$ cat src/rtl/fetch_stage_pkg.sv
// Shared pipeline definitions for the instruction fetch stage:
// fetch FSM states, the NOP encoding and the default reset PC.
package fetch_stage_pkg;

   typedef enum logic [1:0] {
      FETCH = 2'd0,
      GAP   = 2'd1,
      HOLD  = 2'd2
   } fetch_state_t;

   localparam logic [31:0] INST_NOP        = 32'h0000_0013;
   localparam logic [31:0] DEFAULT_PC_ADDR = 32'h8000_0000;

   // Even parity over an instruction word, available for datapath protection.
   function automatic logic word_parity(input logic [31:0] word);
      word_parity = ^word;
   endfunction

endpackage

$ cat src/rtl/fetch_stage.sv
// Instruction fetch stage: Wishbone master that fetches one word per bus cycle
// into the IF/ID register, with stall buffering and branch redirect/kill.
module fetch_stage
   import fetch_stage_pkg::*;
#(
   parameter int                    ADDR_WIDTH = 32,
   parameter logic [ADDR_WIDTH-1:0] PC_ADDR    = ADDR_WIDTH'(DEFAULT_PC_ADDR),
   parameter int                    DATA_WIDTH = 32
) (
   input  logic                  clk,
   input  logic                  reset,
   input  logic                  use_branch,
   input  logic [ADDR_WIDTH-1:0] branch_out,
   input  logic                  stall,
   output logic                  wb_cyc_o,
   output logic                  wb_stb_o,
   output logic                  wb_we_o,
   output logic [3:0]            wb_sel_o,
   output logic [ADDR_WIDTH-1:0] wb_adr_o,
   input  logic                  wb_ack_i,
   input  logic [DATA_WIDTH-1:0] wb_dat_i,
   output logic [ADDR_WIDTH-1:0] id_pc,
   output logic [DATA_WIDTH-1:0] id_inst,
   output logic                  id_valid
);

   localparam logic [DATA_WIDTH-1:0] NOP    = DATA_WIDTH'(INST_NOP);
   localparam logic [ADDR_WIDTH-1:0] PC_INC = ADDR_WIDTH'(32'd4);

   fetch_state_t          state;
   fetch_state_t          state_next;
   logic [ADDR_WIDTH-1:0] pc;
   logic [ADDR_WIDTH-1:0] pc_next;
   logic                  kill;
   logic                  kill_next;
   logic [ADDR_WIDTH-1:0] kill_target;
   logic [ADDR_WIDTH-1:0] kill_target_next;
   logic [DATA_WIDTH-1:0] buf_inst;
   logic [DATA_WIDTH-1:0] buf_inst_next;
   logic [ADDR_WIDTH-1:0] buf_pc;
   logic [ADDR_WIDTH-1:0] buf_pc_next;
   logic [ADDR_WIDTH-1:0] id_pc_next;
   logic [DATA_WIDTH-1:0] id_inst_next;
   logic                  id_valid_next;
   logic                  deliver;
   logic [DATA_WIDTH-1:0] deliver_inst;
   logic [ADDR_WIDTH-1:0] deliver_pc;
   logic [ADDR_WIDTH-1:0] branch_target;
   logic                  unused_branch_low;

   // Low address bits of a redirect are dropped; fetches are always word aligned.
   assign branch_target     = {branch_out[ADDR_WIDTH-1:2], 2'b00};
   assign unused_branch_low = ^branch_out[1:0];

   assign wb_cyc_o = (state == FETCH) && !reset;
   assign wb_stb_o = (state == FETCH) && !reset;
   assign wb_we_o  = 1'b0;
   assign wb_sel_o = 4'b1111;
   assign wb_adr_o = {pc[ADDR_WIDTH-1:2], 2'b00};

   // State, PC, kill and buffer registers.
   always_ff @(posedge clk or posedge reset) begin
      if (reset) begin
         state       <= FETCH;
         pc          <= PC_ADDR;
         kill        <= 1'b0;
         kill_target <= '0;
         buf_inst    <= '0;
         buf_pc      <= '0;
      end else begin
         state       <= state_next;
         pc          <= pc_next;
         kill        <= kill_next;
         kill_target <= kill_target_next;
         buf_inst    <= buf_inst_next;
         buf_pc      <= buf_pc_next;
      end
   end

   // IF/ID output register.
   always_ff @(posedge clk or posedge reset) begin
      if (reset) begin
         id_pc    <= PC_ADDR;
         id_inst  <= NOP;
         id_valid <= 1'b0;
      end else begin
         id_pc    <= id_pc_next;
         id_inst  <= id_inst_next;
         id_valid <= id_valid_next;
      end
   end

   // Next-state logic for the fetch FSM, PC, kill tracking and holding buffer.
   always_comb begin
      state_next       = state;
      pc_next          = pc;
      kill_next        = kill;
      kill_target_next = kill_target;
      buf_inst_next    = buf_inst;
      buf_pc_next      = buf_pc;
      deliver          = 1'b0;
      deliver_inst     = buf_inst;
      deliver_pc       = buf_pc;

      case (state)
         FETCH: begin
            if (wb_ack_i) begin
               kill_next  = 1'b0;
               state_next = GAP;
               // A redirect seen now or earlier in this bus cycle discards the data.
               if (use_branch) begin
                  pc_next = branch_target;
               end else if (kill) begin
                  pc_next = kill_target;
               end else if (!stall) begin
                  deliver      = 1'b1;
                  deliver_inst = wb_dat_i;
                  deliver_pc   = pc;
                  pc_next      = pc + PC_INC;
               end else begin
                  buf_inst_next = wb_dat_i;
                  buf_pc_next   = pc;
                  pc_next       = pc + PC_INC;
                  state_next    = HOLD;
               end
            end else if (use_branch) begin
               // Address must stay stable until ack, so the redirect is deferred.
               kill_next        = 1'b1;
               kill_target_next = branch_target;
            end else begin
               state_next = FETCH;
            end
         end
         HOLD: begin
            if (use_branch) begin
               pc_next       = branch_target;
               buf_inst_next = '0;
               buf_pc_next   = '0;
               state_next    = GAP;
            end else if (!stall) begin
               deliver       = 1'b1;
               buf_inst_next = '0;
               buf_pc_next   = '0;
               state_next    = GAP;
            end else begin
               state_next = HOLD;
            end
         end
         GAP: begin
            state_next = FETCH;
            if (use_branch) begin
               pc_next = branch_target;
            end else begin
               pc_next = pc;
            end
         end
         default: begin
            state_next = FETCH;
            kill_next  = 1'b0;
         end
      endcase
   end

   // IF/ID next value: redirect flushes, stall holds, otherwise deliver or bubble.
   always_comb begin
      id_pc_next    = id_pc;
      id_inst_next  = id_inst;
      id_valid_next = id_valid;
      if (use_branch) begin
         id_inst_next  = NOP;
         id_valid_next = 1'b0;
      end else if (stall) begin
         id_valid_next = id_valid;
      end else if (deliver) begin
         id_pc_next    = deliver_pc;
         id_inst_next  = deliver_inst;
         id_valid_next = 1'b1;
      end else begin
         id_inst_next  = NOP;
         id_valid_next = 1'b0;
      end
   end

endmodule

$ cat config.mk
export PLATFORM = sky130hd
export DESIGN_NAME = fetch_stage
export DESIGN_NICKNAME = d
export VERILOG_FILES = /design/src/rtl/fetch_stage_pkg.sv /design/src/rtl/fetch_stage.sv
export SDC_FILE = /design/constraint.sdc
export NUM_CORES = 1
export LEC_CHECK = 0
export CAP_MARGIN = 0
export CORE_ASPECT_RATIO = 1.25
export CORE_UTILIZATION = 35
export DETAILED_ROUTE_END_ITERATION = 12
export DONT_BUFFER_PORTS = 1
export GPL_ROUTABILITY_DRIVEN = 0
export PLACE_DENSITY = 0.54
export SYNTH_ARGS = -nofsm -noshare
export SYNTH_HDL_FRONTEND = slang
export SYNTH_SLANG_ARGS = --single-unit
$ cat constraint.sdc
create_clock -name clk -period 6.6 [get_ports clk]
set_input_delay 1.32 -clock clk [delete_from_list [all_inputs] [get_ports clk]]
set_output_delay 1.32 -clock clk [all_outputs]
set_load 0.03 [all_outputs]
==> results of run 1 <==
placed cells by master (no fill, tap or decap), types with 9 or more instances in the layout:
master / netlist / final
a21oi_1: 14 / 14
nor2_1: 22 / 22
mux2i_1: 62 / 62
nand2_1: 211 / 211
and3_1: 23 / 23
clkbuf_16: 0 / 17
mux2_2: 29 / 29
dfrtp_1: 183 / 183
xor2_1: 9 / 9
a221oi_1: 16 / 16
nand3b_1: 63 / 63
xnor2_1: 13 / 13
o21ai_0: 45 / 45
conb_1: 2 / 9
o21ai_1: 43 / 43
nand3_1: 10 / 10
cell families (layout without fill, tap and decap cells):
logic type	Yosys count	in the layout	share of synthesized area
AND/OR/NAND/NOR	372	372	0.203
adder cells (fa/ha/maj)	4	4	0.00547
flip-flops	188	188	0.515
multiplexers	91	91	0.104
AO/OA/AOI/OAI	150	150	0.100
buffers and inverters	85	45	0.0509
XOR/XNOR	22	22	0.0211
other	2	9	0.000821
layer usage:
layer,track usage,share of wire
met1,0.239,0.44
met3,0.0555,0.072
met5,0,0
met4,0.0592,0.015
met2,0.299,0.48
sequential cells by signal (all words and copies together) (netlist names):
register / cells
pc: 30
id_inst: 32
buf_pc: 30
id_pc: 30
buf_inst: 32
kill: 1
state: 2
id_valid: 1
kill_target: 30
tightest hold or removal path: stages, from the launching register on:
cell and delay (ns):
dfrtp_1 0.34, nand2_1 0.05, nand2_1 0.05
through the flow:
step	setup slack, ns	hold slack [ns]	utilization	cell area [sq um]
2_1_floorplan	0.174	0.438	-	9170
3_3_place_gp	2.86	0.449	0.362	9230
3_5_place_dp	2.83	0.455	0.362	9230
4_1_cts	3.06	0.471	0.385	9810
5_1_grt	2.93	0.485	0.385	9810
6_report	3.07	0.467	0.385	9810
how the worst max path moves through the flow:
| stage | startpoint | endpoint | slack, ns | cells after the start |
|---|---|---|---|---|
| global route | state[1] | wb_stb_o | 2.93 | 3 |
| global placement | wb_ack_i | pc[11] | 2.86 | 4 |
| detailed placement | wb_ack_i | pc[11] | 2.83 | 4 |
| finish | state[1] | wb_cyc_o | 3.07 | 3 |
| CTS | state[1] | wb_cyc_o | 3.06 | 3 |
| floorplan | reset | buf_inst[0] | 0.17 | 1 |
power by group through the flow:
stage          Combinational (mW)  Sequential [mW]  Clock [mW]
2_1_floorplan                1.04             2.26           0
3_3_place_gp                 1.16             2.46           0
3_5_place_dp                 1.19             2.47           0
4_1_cts                      1.19             2.44        1.07
5_1_grt                      1.34             2.50        1.12
6_report                     1.16             2.44        1.03
cell type report:
| cell class | instances | area (sq um) | area share |
|---|---|---|---|
| inverter | 5 | 26.3 | 0.00268 |
| clock inverter | 15 | 153 | 0.0156 |
| sequential | 188 | 4710 | 0.480 |
| timing repair buffer | 8 | 60.1 | 0.00612 |
| multi-input combinational | 648 | 4010 | 0.409 |
| clock buffer | 17 | 425 | 0.0434 |
| tap | 335 | 419 | 0.0427 |
==> metrics.txt, run 1 <==
CTS Buf Count=17; Avg Cell Area, Syn=between 10 and 15 sq um; fin nets=between 900 and 1000; internal power=~2.6 mW; initial antenna violation count=0; net switching power=between 1.5 and 2 mW; final count of pins violating max slew=0; hold path endpoint=buf_pc[2]; CTS Root Cell=clkbuf_16; row cnt=65; Peak VDD IR=approximately 0.21 mV; Clock Skew=around 0.016 ns; min-delay src=buf_pc[2]; cell count of the worst reg-to-reg path=7; Crit path buffers/inverters=1; vias in the first global route=~6500; GR Util All Layers=0.186; Fmax=~280 MHz; dpl cells=roughly 1200; status=complete, no violations; FF-to-FF Start=state[0]; synthesized cell area=around 0.009 sq mm; CP endpoint kind=primary output; PortBufs=0; DRC=0; first-pass GRT wire length=38.3 mm; H-tree levels=4; hold-fix buffers at CTS=0; Initial Util=0.359; synthesis-to-finish area growth=7.19%; Overflow after GRT=0; Non-Filler Instances=approximately 1200; Routed WL=between 20 and 25 mm; asr flop ratio synth=1.00; Clock power frac=0.223; leak pwr=about 4.5 nW; core area=approximately 0.025 sq mm; post-cts resize count=0; hpwl dp=15.3 mm; Distinct cells, synth=63; top cell type's share of synthesized area=0.501; slowest stage delay, CP=~0.92 ns; Tmin final=3.53 ns; sequential share of power=0.526; period utilization=0.535; CTS tree=done; antenna-violating nets left=0; diode count=0; share of cells above drive strength 1=0.103; Die Span Y=around 180 um; largest net degree at the start of global routing=approximately 120; Setup-failing EPs final=0; Worst Path Required=~5.3 ns; CP max FO=7; slew margin rel.=0.258; setup TNS=0 ns; Post-CTS Setup Inserts=0; unrepaired setup endpoints after global routing=false; #FFs+latches synth=about 190; post-synthesis cell count=914; fillers=about 2600; Worst-Margin Slew=between 1 and 1.5 ns; capture point of the worst reg-to-reg path=buf_pc[14]; most frequent cells after synthesis=nand2_1 (211), dfrtp_1 (183), nand3b_1 (63); critical path's slowest cell=nor2b_1; clock sink count=between 150 and 200; Via-to-Cell Ratio=between 5 and 6; post-synth top area cell=dfrtp_1; die area=roughly 0.027 sq mm; WP data arrival=2.21 ns; PwrDens=between 400 and 500 mW/mm^2; clock latency on the worst-skew pair=0.45 ns; total power draw=4.63 mW; Synthesis Warnings=0; via count=approximately 6400; dominant cells by area after synthesis=dfrtp_1 (50%), nand2_1 (8.7%), mux2i_1 (6.8%), nand3b_1 (5.2%), mux2_2 (3.6%); most common cell in the netlist=nand2_1; Final Hold Vio Count=0; CP cell instances=inv_1 -> ha_1 -> nor2b_1; number of synthesized flops with an enable pin=0; CP delay by family, top=simple AND/OR/NAND/NOR gates; drt pass-1 iters=4; I/O Pins=approximately 170; DR iter-0 viols=320; CP Class=reg -> out; sequential fraction of the synthesis area=0.515; reg2reg setup slack=3.34 ns; Hold Crit Class=reg -> reg; kind of start point of the critical path=flip-flop; die width=147 um; clk slew on worst S/H paths=approximately 0.07 ns; dominant synthesized flop cell=dfrtp_1; max-cap viol count=0; Net Sw Frac=0.429; Worst Hold Depth=2; detailed-route wire length per cell=around 20 um; Comb power frac=0.251; clk buf depth=2
Note: power is estimated with default switching activity, not from simulation.
==> run 2, diff against run 1 <==
==> constraint.sdc (replaced) <==
create_clock -name clk -period 2.9 [get_ports clk]
set_input_delay 0.58 -clock clk [delete_from_list [all_inputs] [get_ports clk]]
set_output_delay 0.58 -clock clk [all_outputs]
set_load 0.03 [all_outputs]
==> run 2 against run 1 <==
Against the previous run: combinational power grew to 2.7 times the previous value; sequential power grew 110%; wire length grew 1.7%; die area is the same; global-route usage grew 0.19 points; first-iteration DRC count shrank 5.3%; largest power group unchanged; register-to-register slack lost 2.8 ns; critical path type is now reg -> reg.
==> metrics.txt, run 2 (synthesis results as in run 1) <==
status=complete, no violations; Final Hold Vio Count=0 (unchanged); Via-to-Cell Ratio=5.23 (-1.1%); capture point of the worst reg-to-reg path=id_pc[22]; FF-to-FF Start=state[1]; slowest stage delay, CP=0.79 ns (-0.13 ns); Non-Filler Instances=1248 (+2.6%); Hold Crit Class=in -> async; initial antenna violation count=0 (unchanged); most frequent cells in the layout=nand2_1 (211), dfrtp_1 (183), nand3b_1 (63); reg2reg setup slack=0.52 ns (-2.82 ns); Crit. Startpoint=state[1]; clk slew on worst S/H paths=0.08 ns (about the same); via count=6529 (+1.5%); row cnt=65 (unchanged); most common cell after layout, fill and taps aside=nand2_1; hold-fix buffers at CTS=0 (unchanged); Overflow after GRT=0 (unchanged); detailed-route wire length per cell=19.4 um (-0.93%); Largest regs=buf_inst: 32 flops, id_inst: 32 flops; Post-CTS Setup Inserts=0 (unchanged); Peak VDD IR=0.488 mV (+130%); Initial Util=0.359 (unchanged); clock latency on the worst-skew pair=0.44 ns (about the same); Tmin final=around 2.4 ns; fillers=2517 (-1.4%); fin nets=973 (+3.4%); CP Class=reg -> reg; Clock Skew=0.0134 ns (-0.00229 ns); Worst-Margin Slew=0.982 ns (-0.131 ns); CP max FO=93 (+86); die width=147 um (unchanged); DR iter-0 viols=303 (-5.3%); share of cells above drive strength 1=0.135 (+0.0314); critical path's slowest cell=or3_4; CP endpoint kind=flip-flop; Setup-failing EPs final=0 (unchanged); slew margin rel.=0.346 (+0.0875); clock sink count=188 (unchanged); kind of start point of the critical path=flip-flop; DRC=0 (unchanged); CTS tree=done; Fmax=about 420 MHz; final count of pins violating max slew=0 (unchanged); diode count=0 (unchanged); Routed WL=24.2 mm (+1.7%); dpl cells=1216 (+2.7%); unrepaired setup endpoints after global routing=false; PortBufs=0 (unchanged); Reg area=0.00471 sq mm (unchanged); CP cell instances=inv_1 -> ha_1 -> and3b_1 -> nor2_1 -> or3_4 -> o21ai_0; GR Util All Layers=0.188 (+0.00190); die area=0.0268 sq mm (unchanged); worst hold slack=0.209 ns (-0.258 ns); WP data arrival=2.66 ns (+0.45 ns); largest net degree at the start of global routing=94 (-24%); period utilization=0.822; Worst Path Required=3.17 ns (-2.11 ns); first-pass GRT wire length=38.7 mm (+0.96%); antenna-violating nets left=0 (unchanged); synthesis-to-finish area growth=10.1%; H-tree levels=4 (unchanged); PwrDens=1060 mW/mm^2 (+130%); Die Span Y=183 um (unchanged); CTS Root Cell=clkbuf_16; drt pass-1 iters=6 (+2); leak pwr=4.69 nW (+3.5%); I/O Pins=173 (unchanged); hpwl dp=16.2 mm (+6.1%); CTS Buf Count=17 (unchanged); cell count of the worst reg-to-reg path=6 (-1); clk buf depth=2 (unchanged); max-cap viol count=0 (unchanged); multi-input logic area=0.00401 sq mm (unchanged); vias in the first global route=6554 (+1.6%); core area=0.0255 sq mm (unchanged); post-cts resize count=0 (unchanged)
run 2: worst max-delay path by stage:
stage | to | slack, ns | cells after the start
after detailed placement | id_pc[22] | 0.55 | 6
after global routing | id_pc[22] | 0.31 | 6
after floorplan | buf_inst[0] | -0.1 | 1
after global placement | id_pc[16] | 0.60 | 6
after CTS | id_pc[22] | 0.54 | 6
final | id_pc[22] | 0.52 | 6
run 2: power by group:
part / switching (mW) / internal [mW]
Clock: 1.13 / 1.22
Combinational: 1.83 / 1.30
Sequential: 1.59 / 3.64
Total: 4.55 / 6.16
run 2: cell type report:
type                    instances  share of cell area
clock inverters                15              0.0152
flip-flops and latches        188               0.468
well taps                     335              0.0416
clock buffers                  17              0.0423
multi-input cells             648               0.398
inverters                       5             0.00224
repair buffers                 40              0.0323
run 2: worst max-delay path, delay by kind of cell, from the launching register on:
| family | cells | cell delay [ns] |
|---|---|---|
| compound gates | 1 | 0.22 |
| fa+ha+maj | 1 | 0.31 |
| buf+inv | 1 | 0.07 |
| flops | 1 | 0.38 |
| simple gates | 3 | 1.18 |
run 2: metrics by stage:
stage	worst slack, ns	instance area, sq um	power (mW)	TNS [ns]	utilization
global route	0.313	10100	11.4	0	0.395
floorplan	-0.0964	9180	7.50	-17.64	-
detailed placement	0.549	9490	8.49	0	0.373
finish	0.516	10100	10.7	0	0.395
CTS	0.536	10100	10.9	0	0.395
global placement	0.600	9490	8.40	0	0.373
run 2: layer usage:
layer,wire length [um],global-route usage,up-vias,part of all wire
met2,11600,0.303,177,0.48
li1,-,-,3136,-
met3,1660,0.0590,18,0.069
met4,269,0.0567,0,0.011
met1,10700,0.239,3198,0.44
met5,0,0,-,0
==> run 3, diff against run 2 <==
==> constraint.sdc (replaced) <==
create_clock -name clk -period 2.1 [get_ports clk]
set_input_delay 0.42 -clock clk [delete_from_list [all_inputs] [get_ports clk]]
set_output_delay 0.42 -clock clk [all_outputs]
set_load 0.03 [all_outputs]
==> run 3 against run 2 <==
Against the previous run: first-iteration DRC count grew 34%; sequential share of layout area shrank 2.2 points; flip-flop and latch count unchanged; design area rose by 5.0%; setup slack got worse by 0.44 ns; wire length increased by 0.71%; critical path type is now reg -> out; total power rose by 44%; worst hold slack worse by 0.091 ns; cell count grew 2.7%.
==> metrics.txt, run 3 (synthesis results as in run 1) <==
first-pass GRT wire length=38.9 mm (+0.43%); WP data arrival=1.60 ns (-1.06 ns); I/O Pins=173 (unchanged); Clock Skew=0.0130 ns (-0.000382 ns); Overflow after GRT=0 (unchanged); Die Span Y=183 um (unchanged); share of cells above drive strength 1=0.167 (+0.0321); reg2reg setup slack=0.19 ns (-0.33 ns); slew margin rel.=0.537 (+0.192); Hold Crit Class=in -> reg; CTS Root Cell=clkbuf_16; crit path capture=wb_cyc_o; clk buf depth=2 (unchanged); FF-to-FF Start=state[1]; final count of pins violating max slew=0 (unchanged); most frequent cells in the layout=nand2_1 (211), dfrtp_1 (183), nand3b_1 (63); cell count of the worst reg-to-reg path=8 (+2); net switching power=6.37 mW (+40%); initial antenna violation count=0 (unchanged); post-layout util=0.415 (+0.0197); H-tree levels=4 (unchanged); Fmax=between 400 and 500 MHz; Peak VDD IR=0.654 mV (+34%); GR Util All Layers=0.189 (+0.00136); largest net degree at the start of global routing=51 (-46%); leak pwr=4.95 nW (+5.4%); most common cell after layout, fill and taps aside=nand2_1; Setup-failing EPs final=0 (unchanged); DR iter-0 viols=405 (+34%); Largest regs=buf_inst: 32 flops, id_inst: 32 flops; row cnt=65 (unchanged); Clock power frac=0.218 (about the same); CP Class=reg -> out; clk slew on worst S/H paths=0.08 ns (about the same); fin nets=1007 (+3.5%); critical path's slowest cell=dfrtp_1; Final Hold Vio Count=0 (unchanged); CP endpoint kind=primary output; DRC=0 (unchanged); clock latency on the worst-skew pair=0.45 ns (about the same); drt pass-1 iters=5 (-1); PortBufs=0 (unchanged); Crit. Startpoint=state[0]; kind of start point of the critical path=flip-flop; Worst Path Required=1.68 ns (-1.49 ns); setup TNS=0 ns (unchanged); Initial Util=0.359 (unchanged); status=complete, no violations; die area=0.0268 sq mm (unchanged); Placement Cell Area=0.00994 sq mm (+4.7%); Comb power frac=0.356 (+0.064); core area=0.0255 sq mm (unchanged); slowest stage delay, CP=0.38 ns (-0.41 ns); CTS Buf Count=17 (unchanged); detailed-route wire length per cell=19.0 um (-2.0%); Tmin final=2.02 ns; hpwl dp=16.9 mm (+4.1%); Worst-Margin Slew=0.693 ns (-0.289 ns); diode count=0 (unchanged); vias in the first global route=6662 (+1.6%); Routed WL=24.4 mm (+0.71%); CTS tree=done; die width=147 um (unchanged); sequential share of power=0.427 (-0.062); antenna-violating nets left=0 (unchanged); capture point of the worst reg-to-reg path=pc[30]; CP max FO=6 (-94%); clock sink count=188 (unchanged); Via-to-Cell Ratio=5.15 (-1.6%); Post-Layout Inst Area=0.0106 sq mm (+5.0%); Net Sw Frac=0.412 (-0.0129); internal power=9.09 mW (+48%); max-cap viol count=0 (unchanged); PwrDens=1460 mW/mm^2 (+38%); period utilization=0.964; CP cell instances=inv_1 -> ha_4 -> buf_4 -> nor2b_1 -> buf_6; via count=6597 (+1.0%); synthesis-to-finish area growth=15.5%
## run 3: cell types whose count changed in the layout (fill, tap and decap cells not counted), sizes merged
| cell | change |
|---|---|
| buf | +33 |
| bufinv | +1 |
| dlygate4sd3 | +1 |
| inv | -1 |
## run 3: cell type report
| type | count | area (sq um) |
|---|---|---|
| fillers | 2453 | 14900 |
| flip-flops and latches | 188 | 4710 |
| multi-input cells | 648 | 4020 |
| repair buffers | 74 | 787 |
| clock buffers | 17 | 425 |
| well taps | 335 | 419 |
| clock inverters | 15 | 180 |
| inverters | 5 | 22.5 |
## run 3: worst min-delay path by stage
stage                              start         endpoint  slack [ns]  cells after the start
after floorplan             buf_inst[10]     buf_inst[10]        0.44                      2
after global routing      branch_out[16]  kill_target[16]        0.09                      1
after CTS                 branch_out[15]  kill_target[15]         0.1                      1
after detailed placement           reset        id_pc[12]        0.44                      1
final                     branch_out[12]  kill_target[12]        0.12                      1
after global placement             reset        id_pc[12]        0.43                      1
## run 3: metrics by stage
stage	instances	hold WS [ns]	setup WS, ns	total power, mW
final	1282	0.117	0.0758	15.5
after global routing	1282	0.0936	-0.0327	16.5
after detailed placement	1249	0.437	0.0738	12.2
after global placement	1249	0.429	0.130	12.1
after CTS	1282	0.0951	0.00113	15.6
after floorplan	921	0.438	-0.736	10.4
## run 3: power groups by stage
stage | combinational (mW) | sequential, mW | clock [mW]
final | 5.50 | 6.59 | 3.36
after global routing | 6.13 | 6.77 | 3.56
after CTS | 5.56 | 6.61 | 3.45
after detailed placement | 5.54 | 6.69 | 0
after global placement | 5.47 | 6.64 | 0
after floorplan | 3.26 | 7.09 | 0
## run 3: worst max-delay path, delay by kind of cell, from the launching register on
family / cells / cell delay (ns)
adders and majority gates: 1 / 0.17
DFF: 1 / 0.38
and+or+nand+nor: 1 / 0.18
buffers and inverters: 3 / 0.43
## run 3: metal layers
layer | routed length, um | global-route usage | up-vias
met3 | 1820 | 0.0572 | 25
met1 | 10300 | 0.233 | 3202
met5 | 0 | 0 | -
li1 | - | - | 3194
met4 | 326 | 0.0596 | 0
met2 | 11900 | 0.315 | 176
## run 3: repair_timing
action                                  in CTS  in global routing
buffers inserted                             0                  0
hold buffers                                 1                  0
gates resized for setup                      0                  4
endpoints found under the hold margin       11                  0
endpoints found under the setup margin       0                 12
